[config.mk]
export PLATFORM = sky130hd
export DESIGN_NAME = csr_trap_unit
export DESIGN_NICKNAME = d
export VERILOG_FILES = /design/src/rtl/csr_trap_unit.sv
export SDC_FILE = /design/constraint.sdc
export NUM_CORES = 1
export LEC_CHECK = 0
export BUFFER_PORTS_ARGS = -buffer_cell sky130_fd_sc_hd__buf_4
export CORE_AREA = 2 2 444 446
export CTS_CLUSTER_DIAMETER = 200
export DETAILED_ROUTE_END_ITERATION = 10
export DIE_AREA = 0 0 446 448
export PLACE_DENSITY_LB_ADDON = 0.05
export RECOVER_POWER = 100
export SLEW_MARGIN = 30
export SYNTH_ARGS = -nofsm -noshare
export SYNTH_HDL_FRONTEND = slang
export SYNTH_SLANG_ARGS = --single-unit
export TNS_END_PERCENT = 50
[constraint.sdc]
create_clock -name clock -period 8.7 [get_ports clock]
set_clock_uncertainty 0.2 [all_clocks]
set_input_delay 1.305 -clock clock [delete_from_list [all_inputs] [get_ports clock]]
set_output_delay 1.305 -clock clock [all_outputs]
set_load 0.02 [all_outputs]
[src/rtl/csr_trap_unit.sv]
// csr_trap_unit: trap entry / trap return for the CSR stage.
// Selects the highest-priority enabled interrupt or exception, decides whether it
// is delegated to S-mode, updates mstatus/xepc/xcause/xtval/privilege one cycle
// later and produces a registered one-cycle redirect pulse.
// Ports:
//   clock, reset          clock, synchronous active-high reset
//   instValid, pc, tval   committing instruction, its PC and fault value
//   raiseExceptionVec     one bit per exception cause code
//   intrPending           interrupts already masked by mie
//   mideleg/medeleg       delegation masks; mtvec/stvec trap vectors; uepc uRet target
//   uRet/sRet/mRet        xRET decoded
//   csrWen/Addr/Wdata     software CSR write port
//   mstatus..stval        architectural registers
//   priviledgeMode        current privilege
//   raiseTrap/raiseIntr/causeNO  combinational trap decision
//   redirectValid/Target  registered fetch redirect
module csr_trap_unit #(
  parameter int unsigned XLEN  = 64,
  parameter int unsigned EXC_W = 16
) (
  input  logic             clock,
  input  logic             reset,
  input  logic             instValid,
  input  logic [XLEN-1:0]  pc,
  input  logic [XLEN-1:0]  tval,
  input  logic [EXC_W-1:0] raiseExceptionVec,
  input  logic [11:0]      intrPending,
  input  logic [XLEN-1:0]  mideleg,
  input  logic [XLEN-1:0]  medeleg,
  input  logic [XLEN-1:0]  mtvec,
  input  logic [XLEN-1:0]  stvec,
  input  logic [XLEN-1:0]  uepc,
  input  logic             uRet,
  input  logic             sRet,
  input  logic             mRet,
  input  logic             csrWen,
  input  logic [11:0]      csrAddr,
  input  logic [XLEN-1:0]  csrWdata,
  output logic [XLEN-1:0]  mstatus,
  output logic [XLEN-1:0]  mepc,
  output logic [XLEN-1:0]  mcause,
  output logic [XLEN-1:0]  mtval,
  output logic [XLEN-1:0]  sepc,
  output logic [XLEN-1:0]  scause,
  output logic [XLEN-1:0]  stval,
  output logic [1:0]       priviledgeMode,
  output logic             raiseTrap,
  output logic             raiseIntr,
  output logic [XLEN-1:0]  causeNO,
  output logic             redirectValid,
  output logic [XLEN-1:0]  redirectTarget
);

  localparam logic [XLEN-1:0] MstatusMask  = XLEN'(64'h0000_0000_000C_19BB);
  // SXL and UXL hard-wired to 2'b10 (64-bit)
  localparam logic [XLEN-1:0] MstatusFixed = XLEN'(64'h0000_000A_0000_0000);

  localparam logic [1:0] PrivU = 2'b00;
  localparam logic [1:0] PrivS = 2'b01;
  localparam logic [1:0] PrivM = 2'b11;

  // mstatus bit positions
  localparam int unsigned BitUie  = 0;
  localparam int unsigned BitSie  = 1;
  localparam int unsigned BitMie  = 3;
  localparam int unsigned BitUpie = 4;
  localparam int unsigned BitSpie = 5;
  localparam int unsigned BitMpie = 7;
  localparam int unsigned BitSpp  = 8;

  logic [XLEN-1:0] mstatus_q, mstatus_d;
  logic [XLEN-1:0] mepc_q, mepc_d, mcause_q, mcause_d, mtval_q, mtval_d;
  logic [XLEN-1:0] sepc_q, sepc_d, scause_q, scause_d, stval_q, stval_d;
  logic [1:0]      priv_q, priv_d;
  logic            redirect_valid_q, redirect_valid_d;
  logic [XLEN-1:0] redirect_target_q, redirect_target_d;

  logic            m_ok, s_ok;
  logic            intr_any, exc_any, is_intr, trap_take, to_s;
  logic [3:0]      intr_code, exc_code, code;
  logic [XLEN-1:0] deleg, tvec, trap_target, mstatus_wr;

  // Codes with no defined priority are never selected.
  logic unused_codes;
  assign unused_codes = ^{raiseExceptionVec[10], raiseExceptionVec[14],
                          intrPending[2], intrPending[6], intrPending[10]};

  // Interrupt enables and priority 11>3>7>9>1>5>8>0>4
  always_comb begin
    m_ok      = (priv_q != PrivM) || mstatus_q[BitMie];
    s_ok      = (priv_q == PrivU) || ((priv_q == PrivS) && mstatus_q[BitSie]);
    intr_any  = 1'b1;
    intr_code = 4'd0;
    if      (intrPending[11] && m_ok) intr_code = 4'd11;
    else if (intrPending[3]  && m_ok) intr_code = 4'd3;
    else if (intrPending[7]  && m_ok) intr_code = 4'd7;
    else if (intrPending[9]  && s_ok) intr_code = 4'd9;
    else if (intrPending[1]  && s_ok) intr_code = 4'd1;
    else if (intrPending[5]  && s_ok) intr_code = 4'd5;
    else if (intrPending[8]  && m_ok) intr_code = 4'd8;
    else if (intrPending[0]  && m_ok) intr_code = 4'd0;
    else if (intrPending[4]  && m_ok) intr_code = 4'd4;
    else                              intr_any  = 1'b0;
  end

  // Exception priority 3>12>1>2>0>8>9>11>6>4>15>13>7>5
  always_comb begin
    exc_any  = 1'b1;
    exc_code = 4'd0;
    if      (raiseExceptionVec[3])  exc_code = 4'd3;
    else if (raiseExceptionVec[12]) exc_code = 4'd12;
    else if (raiseExceptionVec[1])  exc_code = 4'd1;
    else if (raiseExceptionVec[2])  exc_code = 4'd2;
    else if (raiseExceptionVec[0])  exc_code = 4'd0;
    else if (raiseExceptionVec[8])  exc_code = 4'd8;
    else if (raiseExceptionVec[9])  exc_code = 4'd9;
    else if (raiseExceptionVec[11]) exc_code = 4'd11;
    else if (raiseExceptionVec[6])  exc_code = 4'd6;
    else if (raiseExceptionVec[4])  exc_code = 4'd4;
    else if (raiseExceptionVec[15]) exc_code = 4'd15;
    else if (raiseExceptionVec[13]) exc_code = 4'd13;
    else if (raiseExceptionVec[7])  exc_code = 4'd7;
    else if (raiseExceptionVec[5])  exc_code = 4'd5;
    else                            exc_any  = 1'b0;
  end

  always_comb begin
    is_intr     = instValid && intr_any;
    trap_take   = instValid && (intr_any || exc_any);
    code        = intr_any ? intr_code : exc_code;
    deleg       = intr_any ? mideleg : medeleg;
    to_s        = deleg[code] && (priv_q != PrivM);
    tvec        = to_s ? stvec : mtvec;
    trap_target = {tvec[XLEN-1:2], 2'b00};
    if (tvec[0] && intr_any) begin
      trap_target = trap_target + {{(XLEN-6){1'b0}}, code, 2'b00};
    end
  end

  assign raiseTrap = trap_take;
  assign raiseIntr = is_intr;
  assign causeNO   = {intr_any, {(XLEN-5){1'b0}}, code};

  // Masked software mstatus write; the reserved MPP encoding keeps the old value.
  always_comb begin
    mstatus_wr = csrWdata & MstatusMask;
    if (csrWdata[12:11] == 2'b10) begin
      mstatus_wr[12:11] = mstatus_q[12:11];
    end
  end

  always_comb begin
    mstatus_d         = mstatus_q;
    mepc_d            = mepc_q;
    mcause_d          = mcause_q;
    mtval_d           = mtval_q;
    sepc_d            = sepc_q;
    scause_d          = scause_q;
    stval_d           = stval_q;
    priv_d            = priv_q;
    redirect_valid_d  = 1'b0;
    redirect_target_d = redirect_target_q;

    if (trap_take) begin
      redirect_valid_d  = 1'b1;
      redirect_target_d = trap_target;
      if (to_s) begin
        scause_d           = causeNO;
        sepc_d             = pc;
        stval_d            = intr_any ? '0 : tval;
        mstatus_d[BitSpie] = mstatus_q[BitSie];
        mstatus_d[BitSie]  = 1'b0;
        mstatus_d[BitSpp]  = priv_q[0];
        priv_d             = PrivS;
      end else begin
        mcause_d           = causeNO;
        mepc_d             = pc;
        mtval_d            = intr_any ? '0 : tval;
        mstatus_d[BitMpie] = mstatus_q[BitMie];
        mstatus_d[BitMie]  = 1'b0;
        mstatus_d[12:11]   = priv_q;
        priv_d             = PrivM;
      end
    end else if (instValid && mRet) begin
      redirect_valid_d   = 1'b1;
      redirect_target_d  = mepc_q;
      mstatus_d[BitMie]  = mstatus_q[BitMpie];
      mstatus_d[BitMpie] = 1'b1;
      mstatus_d[12:11]   = PrivU;
      priv_d             = mstatus_q[12:11];
    end else if (instValid && sRet) begin
      redirect_valid_d   = 1'b1;
      redirect_target_d  = sepc_q;
      mstatus_d[BitSie]  = mstatus_q[BitSpie];
      mstatus_d[BitSpie] = 1'b1;
      mstatus_d[BitSpp]  = 1'b0;
      priv_d             = {1'b0, mstatus_q[BitSpp]};
    end else if (instValid && uRet) begin
      redirect_valid_d   = 1'b1;
      redirect_target_d  = uepc;
      mstatus_d[BitUie]  = mstatus_q[BitUpie];
      mstatus_d[BitUpie] = 1'b1;
      priv_d             = PrivU;
    end else if (instValid && csrWen) begin
      case (csrAddr)
        12'h300: mstatus_d = mstatus_wr;
        12'h341: mepc_d    = {csrWdata[XLEN-1:2], 2'b00};
        12'h342: mcause_d  = csrWdata;
        12'h343: mtval_d   = csrWdata;
        12'h141: sepc_d    = {csrWdata[XLEN-1:2], 2'b00};
        12'h142: scause_d  = csrWdata;
        12'h143: stval_d   = csrWdata;
        default: ;
      endcase
    end
  end

  always_ff @(posedge clock) begin
    if (reset) begin
      mstatus_q         <= '0;
      mepc_q            <= '0;
      mcause_q          <= '0;
      mtval_q           <= '0;
      sepc_q            <= '0;
      scause_q          <= '0;
      stval_q           <= '0;
      priv_q            <= PrivM;
      redirect_valid_q  <= 1'b0;
      redirect_target_q <= '0;
    end else begin
      mstatus_q         <= mstatus_d;
      mepc_q            <= mepc_d;
      mcause_q          <= mcause_d;
      mtval_q           <= mtval_d;
      sepc_q            <= sepc_d;
      scause_q          <= scause_d;
      stval_q           <= stval_d;
      priv_q            <= priv_d;
      redirect_valid_q  <= redirect_valid_d;
      redirect_target_q <= redirect_target_d;
    end
  end

  assign mstatus        = (mstatus_q & MstatusMask) | MstatusFixed;
  assign mepc           = mepc_q;
  assign mcause         = mcause_q;
  assign mtval          = mtval_q;
  assign sepc           = sepc_q;
  assign scause         = scause_q;
  assign stval          = stval_q;
  assign priviledgeMode = priv_q;
  assign redirectValid  = redirect_valid_q;
  assign redirectTarget = redirect_target_q;

endmodule
Word-level counts from Yosys, hierarchy flattened
Cells that the tools add are included.
W data, S select, Z words.
{"block": "totals", "input_bits": 559, "reg_bits": 471, "wordCells": 229}
{"block": "op_classes", "mux": 143, "magnitude_cmp": 1, "bitwise_logic": 4, "reduce_logical": 47, "n_addsub": 1, "eq_ne": 19}
{"operator": "$mux W64", "count": 49}
{"operator": "$mux W20", "count": 6}
{"operator": "$mux W4", "count": 21}
{"operator": "$add A64 B6 Y64", "count": 1}
{"operator": "$eq A12 B10 Y1 const B", "count": 4}
{"operator": "$reduce_and A6 Y1", "count": 8}
{"operator": "$mux W1", "count": 45}
{"operator": "$eq A12 B9 Y1 const B", "count": 3}
{"operator": "$mux W2", "count": 13}
{"operator": "$logic_and A1 B1 Y1", "count": 18}
{"operator": "$mux W3", "count": 6}
{"operator": "$mux W16", "count": 1}
{"operator": "$reduce_and A5 Y1", "count": 3}
{"operator": "$reduce_bool A2 Y1", "count": 7}
{"operator": "$reduce_bool A3 Y1", "count": 4}
{"operator": "$ne A2 B2 Y1 const B", "count": 5}
{"operator": "$reduce_bool A5 Y1", "count": 2}
{"operator": "$ne A3 B3 Y1 const B", "count": 3}
{"operator": "$mux W8", "count": 1}
{"operator": "$lt A4 B7 Y1 const B", "count": 1}
{"operator": "$bmux W1 S4", "count": 1}
{"operator": "$not A1 Y1", "count": 4}
{"operator": "$reduce_bool A4 Y1", "count": 1}
{"operator": "$logic_or A1 B1 Y1", "count": 3}
{"operator": "other kinds (5)", "count": 5}

Depth between registers and ports, before layout
{"block": "logic_depth", "word_depth": 22, "depth_mapped": 25, "depth_no_buf": 21}

Worst setup path after synthesis
No wires, ideal clock.
{"block": "synth_timing", "path_kind": "input to register", "from": "input intrPending[4]", "to": "register redirect_target_q[61] (netlist: redirectTarget[61])", "n_path_buf": 3, "cell_stages": 22, "setup_slack_ns": 1.884, "setup_ns": 0.135, "arrival_ns": 6.481, "cell_sequence": "or3_1 buf_2 a32o_1 nor2_4 inv_2 o31ai_2 nor3_1 a2bb2oi_2 buf_4 buf_6 mux2_2 ha_1 a21o_1 a21o_1 a21oi_1 nor4_1 nand3_1 or3_1 mux2_2 or3_1 xnor2_1 o32ai_1"}
{"block": "synth_via", "elab_chain_cells": 18, "word_cells_on_any_way": 32, "cone_classes": "1 x add/sub; 25 x mux; 6 x reduce/logical"}
{"element": "from (decl)", "line": "27", "source": "input logic [11:0] intrPending,"}
{"element": "$logic_and A1 B1 Y1 (*)", "line": "102", "source": "else if (intrPending[4] && m_ok) intr_code = 4'd4;"}
{"element": "$mux W1 (*)", "line": "102"}
{"element": "$mux W1 (*)", "line": "101", "source": "else if (intrPending[0] && m_ok) intr_code = 4'd0;"}
{"element": "$mux W1 (*)", "line": "100", "source": "else if (intrPending[8] && m_ok) intr_code = 4'd8;"}
{"element": "$mux W1 (*)", "line": "99", "source": "else if (intrPending[5] && s_ok) intr_code = 4'd5;"}
{"element": "$mux W1 (*)", "line": "98", "source": "else if (intrPending[1] && s_ok) intr_code = 4'd1;"}
{"element": "$mux W1 (*)", "line": "97", "source": "else if (intrPending[9] && s_ok) intr_code = 4'd9;"}
{"element": "$mux W1 (*)", "line": "96", "source": "else if (intrPending[7] && m_ok) intr_code = 4'd7;"}
{"element": "(+3 left out)"}
{"element": "net causeNO[3]", "line": "49", "source": "output logic [XLEN-1:0] causeNO,"}
{"element": "$bmux W1 S4", "line": "132", "source": "to_s = deleg[code] && (priv_q != PrivM);"}
{"element": "$mux W1 (implied by the code)", "line": "132"}
{"element": "$logic_and A1 B1 Y1", "line": "132"}
{"element": "$mux W64", "line": "133", "source": "tvec = to_s ? stvec : mtvec;"}
{"element": "$add A64 B6 Y64 / $logic_and A1 B1 Y1 (equally long branches)", "line": "136, 135"}
{"element": "$mux W64 (*)", "line": "135", "source": "if (tvec[0] && intr_any) begin"}
{"element": "$mux W64 (*)", "line": "164", "source": "if (trap_take) begin"}
{"element": "to (signal assigned)", "line": "240", "source": "redirect_target_q <= redirect_target_d;"}
{"element": "to (decl)", "line": "76", "source": "logic [XLEN-1:0] redirect_target_q, redirect_target_d;"}
Mark *: on every way through the listed nets, which the timed path passes. The rest lies on a longest branch. The select of a mux whose other input is x is not followed.
A chain may end at the register's enable or synchronous reset.

Final worst setup path
{"block": "layout_timing", "from": "input intrPending[4]", "to": "register redirect_target_q[47] (netlist: redirectTarget[47])"}
{"block": "layout_via", "elab_chain_cells": 18, "word_cells_on_any_way": 32, "cone_classes": "1 x add/sub; 25 x mux; 6 x reduce/logical"}
{"element": "$logic_and A1 B1 Y1 (*)", "line": "102"}
{"element": "$mux W1 / $mux W3 (equally long branches)", "line": "102"}
{"element": "$mux W1 / $mux W3 (equally long branches)", "line": "101"}
{"element": "$mux W1 / $mux W4 (equally long branches)", "line": "100"}
{"element": "$mux W1 / $mux W4 (equally long branches)", "line": "99"}
{"element": "$mux W1 / $mux W4 (equally long branches)", "line": "98"}
{"element": "$mux W1 / $mux W4 (equally long branches)", "line": "97"}
{"element": "$mux W1 / $mux W4 (equally long branches)", "line": "96"}
{"element": "(+2 left out)"}
{"element": "$mux W16 / $mux W4 (equally long branches)", "line": "131, 130"}
{"element": "$bmux W1 S4", "line": "132"}
{"element": "$mux W1 (implied by the code)", "line": "132"}
{"element": "$logic_and A1 B1 Y1", "line": "132"}
{"element": "$mux W64", "line": "133"}
{"element": "$add A64 B6 Y64 / $logic_and A1 B1 Y1 (equally long branches)", "line": "136, 135"}
{"element": "$mux W64", "line": "135"}
{"element": "$mux W64", "line": "164"}
Mark *: on every way between the ends. The rest lies on a longest branch, timed or not. The select of a mux whose other input is x is not followed.

==> run_results.csv <==
group,metric,value,unit
power_and_ir_drop,power.density_cell_area,232,mW/mm^2
synth,combinational_family_with_the_most_area_after_synthesis,"compound AO/OA/AOI/OAI gates",
clocking,clock_path_buffers,3,
worst_setup_path,endpoint_kind,"flop",
drt,initialDrtViolationCount,1276,
place,port-buffer-count,924,
grt,grt_pass1_vias,25039,
clocking,cts.hold.buffers_added,0,
power_and_ir_drop,p_clk_frac,0.387,
place,dpl.hpwl,140000,um
grt,congestion_overflow_gr,0,
min_path,worstHoldPathType,"flop to flop",
clocking,post_cts_resized,0,
drt,wl_per_cell,28.5,um
synth,post_synth_main_area_contributors,"sky130_fd_sc_hd__dfxtp_1 (40%), sky130_fd_sc_hd__a211oi_1 (9.4%), sky130_fd_sc_hd__nor2_1 (6.4%)",
grt,met2_usage,0.298,
die,die_height,448,um
drt,postRouteAntennaNets,0,
run_status,failed_checks,"max-capacitance violations, max-slew violations",
timing,setup_viol,0,
timing,drv_slew,298,
die,core_area,0.195,sq mm
grt,grt.total_usage,0.173,
synth,synth_top_area_frac,0.395,
final_layout,final-instance-count-excl-fill,6325,
timing,hold_viol_final,0,
final_layout,seq_area,0.00925,sq mm
clocking,skew_pair_late_insertion_delay,0.68,ns
clocking,clockRootBuffer,"sky130_fd_sc_hd__clkbuf_16",
synth,post_synth.cell_area_avg,8.03,sq um
clocking,post_cts_buffers,0,
grt,grt_start_max_net_pins,157,
place,dp_slack,0.344,ns
clocking,clock_tree_from_tritoncts,"done",
timing,worst_slew_pin_slew,2.51,ns
grt,grt_pass1_wl,236000,um
die,num_rows,162,
run,total_of_max_cap_violations,4,
timing,unrepaired_setup_endpoints_after_global_routing,"no",
synth,muxShareOfSynthArea,0.0634,
clocking,path_clk_slew,0.06,ns
timing,final.setup.worst_slack,0.883,ns
synth,yosys_most_used_dff,"sky130_fd_sc_hd__dfxtp_1",
final_layout,multiInputGateArea,0.0127,sq mm
synth,netlist_instances,2915,
synth,yosysUniqueCellTypes,80,
power_and_ir_drop,cellLeakagePower,12.1,nW
die,io-pin-count,1140,
grt,grt_use_met3,0.0451,
worst_setup_path,worst-path-max-fanout,10,
worst_setup_path,worst_ep_arrival_time,8.17,ns
die,floorplan.die.width,446,um
synth,synthSimpleGateAreaFrac,0.206,
clocking,clock_sinks,462,
worst_setup_path,type_of_the_setup_path_with_the_least_slack,"input pin to flop",
drt,postRouteWirelength,180000,um
drt,drc,0,
place,place_area,0.0328,sq mm
clocking,cts.htree.levels,3,
grt,antenna_found_initial,32,
final_layout,final_nets,4287,
final_layout,proportion_of_layout_cells_with_a_drive_suffix_above_1,0.172,
die,design.die.area,0.200,sq mm
place,gp_congestion,0.788,
drt,vias_per_cell,3.96,
die,start_util,0.120,
final_layout,layout_commonest_cell,"sky130_fd_sc_hd__clkbuf_1",
timing,period_share,0.899,
synth,post_synth_xor_area_fraction,0.0239,
drt,vias,25052,
power_and_ir_drop,seq_power_share,0.329,
final_layout,post-route-cell-area,0.0332,sq mm
grt,met1_global_route_usage,0.214,
power_and_ir_drop,intPower,4.76,mW
synth,ys_seq_area_frac,0.395,
timing,setup_total_negative_slack,0,ns
final_layout,most_used_cells_in_the_layout_excluding_fill_and_tap_cells,"sky130_fd_sc_hd__clkbuf_1 (494), sky130_fd_sc_hd__buf_4 (485), sky130_fd_sc_hd__dfxtp_1 (462), sky130_fd_sc_hd__nor2_1 (403), sky130_fd_sc_hd__nand2_1 (303)",
place,place.detailed.instances,6190,
worst_setup_path,critPathLaunchType,"input pin",
clocking,cts_buffers,73,
timing,max_slew_margin,-0.670,
timing,min_period,7.82,ns
synth,synth_area_in_compound_gates,0.225,
synth,synth.largest_area_cell,"sky130_fd_sc_hd__dfxtp_1",
power_and_ir_drop,vdd.ir_drop.worst,0.108,mV
synth,yosys_register_bits,462,
grt,global_route.peak_usage_layer,"met2",
worst_setup_path,cp_data_required_time,9.05,ns
power_and_ir_drop,total_switching_power,2.94,mW
synth,yosys_warnings,0,
drt,drt-pass1-iter-count,6,
run_status,outcome,"complete, but fails checks",
synth,synth_edf_count,0,
synth,post_synthesis_share_of_cell_area_spent_on_full_adders_half_adders_and_majority_gates,0.00299,
final_layout,layout-area-overhead-vs-synth,41.9,%
synth,postSynth.asyncResetShare,0,
synth,synthesis.area,0.0234,sq mm
final_layout,final_util,0.171,
power_and_ir_drop,p_sw_frac,0.382,
timing,top_achievable_clock_speed,128,MHz
final_layout,fill_cells,22440,
power_and_ir_drop,power.share.combinational,0.284,
==> Yosys cell counts, drive strengths merged, types with 9 or more instances <==
cell / count
mux2i: 125
and3: 29
xor2: 24
a221oi: 23
inv: 19
xnor2: 40
clkbuf: 156
o211ai: 15
buf: 196
nand4: 33
nand2: 304
o22ai: 20
and2: 19
a211oi: 293
nand2b: 9
nor4: 12
a21oi: 239
a22oi: 59
nand3: 186
nor2: 405
nor3: 41
mux2: 20
dfxtp: 462
o21ai: 48
a311oi: 12
nor3b: 9
==> worst max-delay path, cell delays in order <==
cell and delay, ns:
sky130_fd_sc_hd__buf_4 0.11, sky130_fd_sc_hd__or3_1 0.57, sky130_fd_sc_hd__a32o_1 0.38, sky130_fd_sc_hd__a211oi_1 0.26, sky130_fd_sc_hd__or2_0 0.83, sky130_fd_sc_hd__a22oi_1 0.18
sky130_fd_sc_hd__o211ai_1 0.35, sky130_fd_sc_hd__a2bb2oi_4 0.30, sky130_fd_sc_hd__mux2_1 0.43, sky130_fd_sc_hd__ha_1 0.29, sky130_fd_sc_hd__a21o_1 0.18, sky130_fd_sc_hd__a21o_1 0.19
sky130_fd_sc_hd__a21oi_1 0.58, sky130_fd_sc_hd__nor2_1 0.40, sky130_fd_sc_hd__and4_1 0.37, sky130_fd_sc_hd__and3_1 0.26, sky130_fd_sc_hd__xnor2_1 0.13, sky130_fd_sc_hd__o21ai_0 0.48
sky130_fd_sc_hd__buf_4 0.22, sky130_fd_sc_hd__a221oi_1 0.07, sky130_fd_sc_hd__a211oi_1 0.27
==> area by class of cell <==
| type | instances | area share |
|---|---|---|
| timing repair buffer | 975 | 0.171 |
| clock inverter | 13 | 0.00478 |
| clock buffer | 110 | 0.0643 |
| multi-input combinational | 2192 | 0.382 |
| antenna | 12 | 0.000904 |
| inverter | 19 | 0.00237 |
| tap | 2542 | 0.0957 |
| sequential | 462 | 0.278 |
==> path summary, 6_finish.rpt <==
kind,start,to,slack [ns],depth (start not counted)
worst max-delay path,intrPending[4],redirectTarget[47]$_SDFFE_PP0N_,0.88,21
worst min-delay path,scause[21]$_SDFFE_PP0P_,scause[21]$_SDFFE_PP0P_,0.25,2
worst max register to register,priviledgeMode[0]$_SDFFE_PP1N_,redirectTarget[47]$_SDFFE_PP0N_,0.90,20
worst min register to register,scause[21]$_SDFFE_PP0P_,scause[21]$_SDFFE_PP0P_,0.25,2
==> per-layer routing <==
metal	vias up	share of wire
met2	743	0.49
met4	16	0.020
met1	12155	0.43
li1	11987	-
met3	151	0.062
met5	-	0.00053
==> power by group through the flow <==
stage | Clock (mW) | Sequential, mW | Combinational (mW)
3_3_place_gp | 0 | 2.58 | 2.46
4_1_cts | 3.13 | 2.54 | 2.46
6_report | 2.98 | 2.53 | 2.19
5_1_grt | 3.19 | 2.56 | 2.38
3_5_place_dp | 0 | 2.59 | 2.46
2_1_floorplan | 0 | 2.80 | 0.969
==> sequential cells by signal, summed over array words and instances (netlist names) <==
| name | cells |
|---|---|
| mcause | 64 |
| stval | 64 |
| sepc | 64 |
| scause | 64 |
| redirectTarget | 64 |
| redirectValid | 1 |
| mstatus_q | 11 |
| mtval | 64 |
| priviledgeMode | 2 |
| mepc | 64 |
==> per-stage QoR <==
step,power [mW],hold slack [ns]
2_1_floorplan,3.77,0.335
3_3_place_gp,5.04,0.243
3_5_place_dp,5.04,0.247
4_1_cts,8.14,0.255
5_1_grt,8.13,0.267
6_report,7.70,0.253
==> cells by family (layout without fill, tap and decap cells) <==
family,after synthesis,count (layout)
DFF,462,462
AOI/OAI and AO/OA,781,781
other,2,124
xor gates and xnor gates,64,64
buffers and inverters,371,1117
muxes,145,145
adders and majority gates,5,5
and+or+nand+nor,1085,1085
Note: power is estimated with default switching activity, not from simulation.
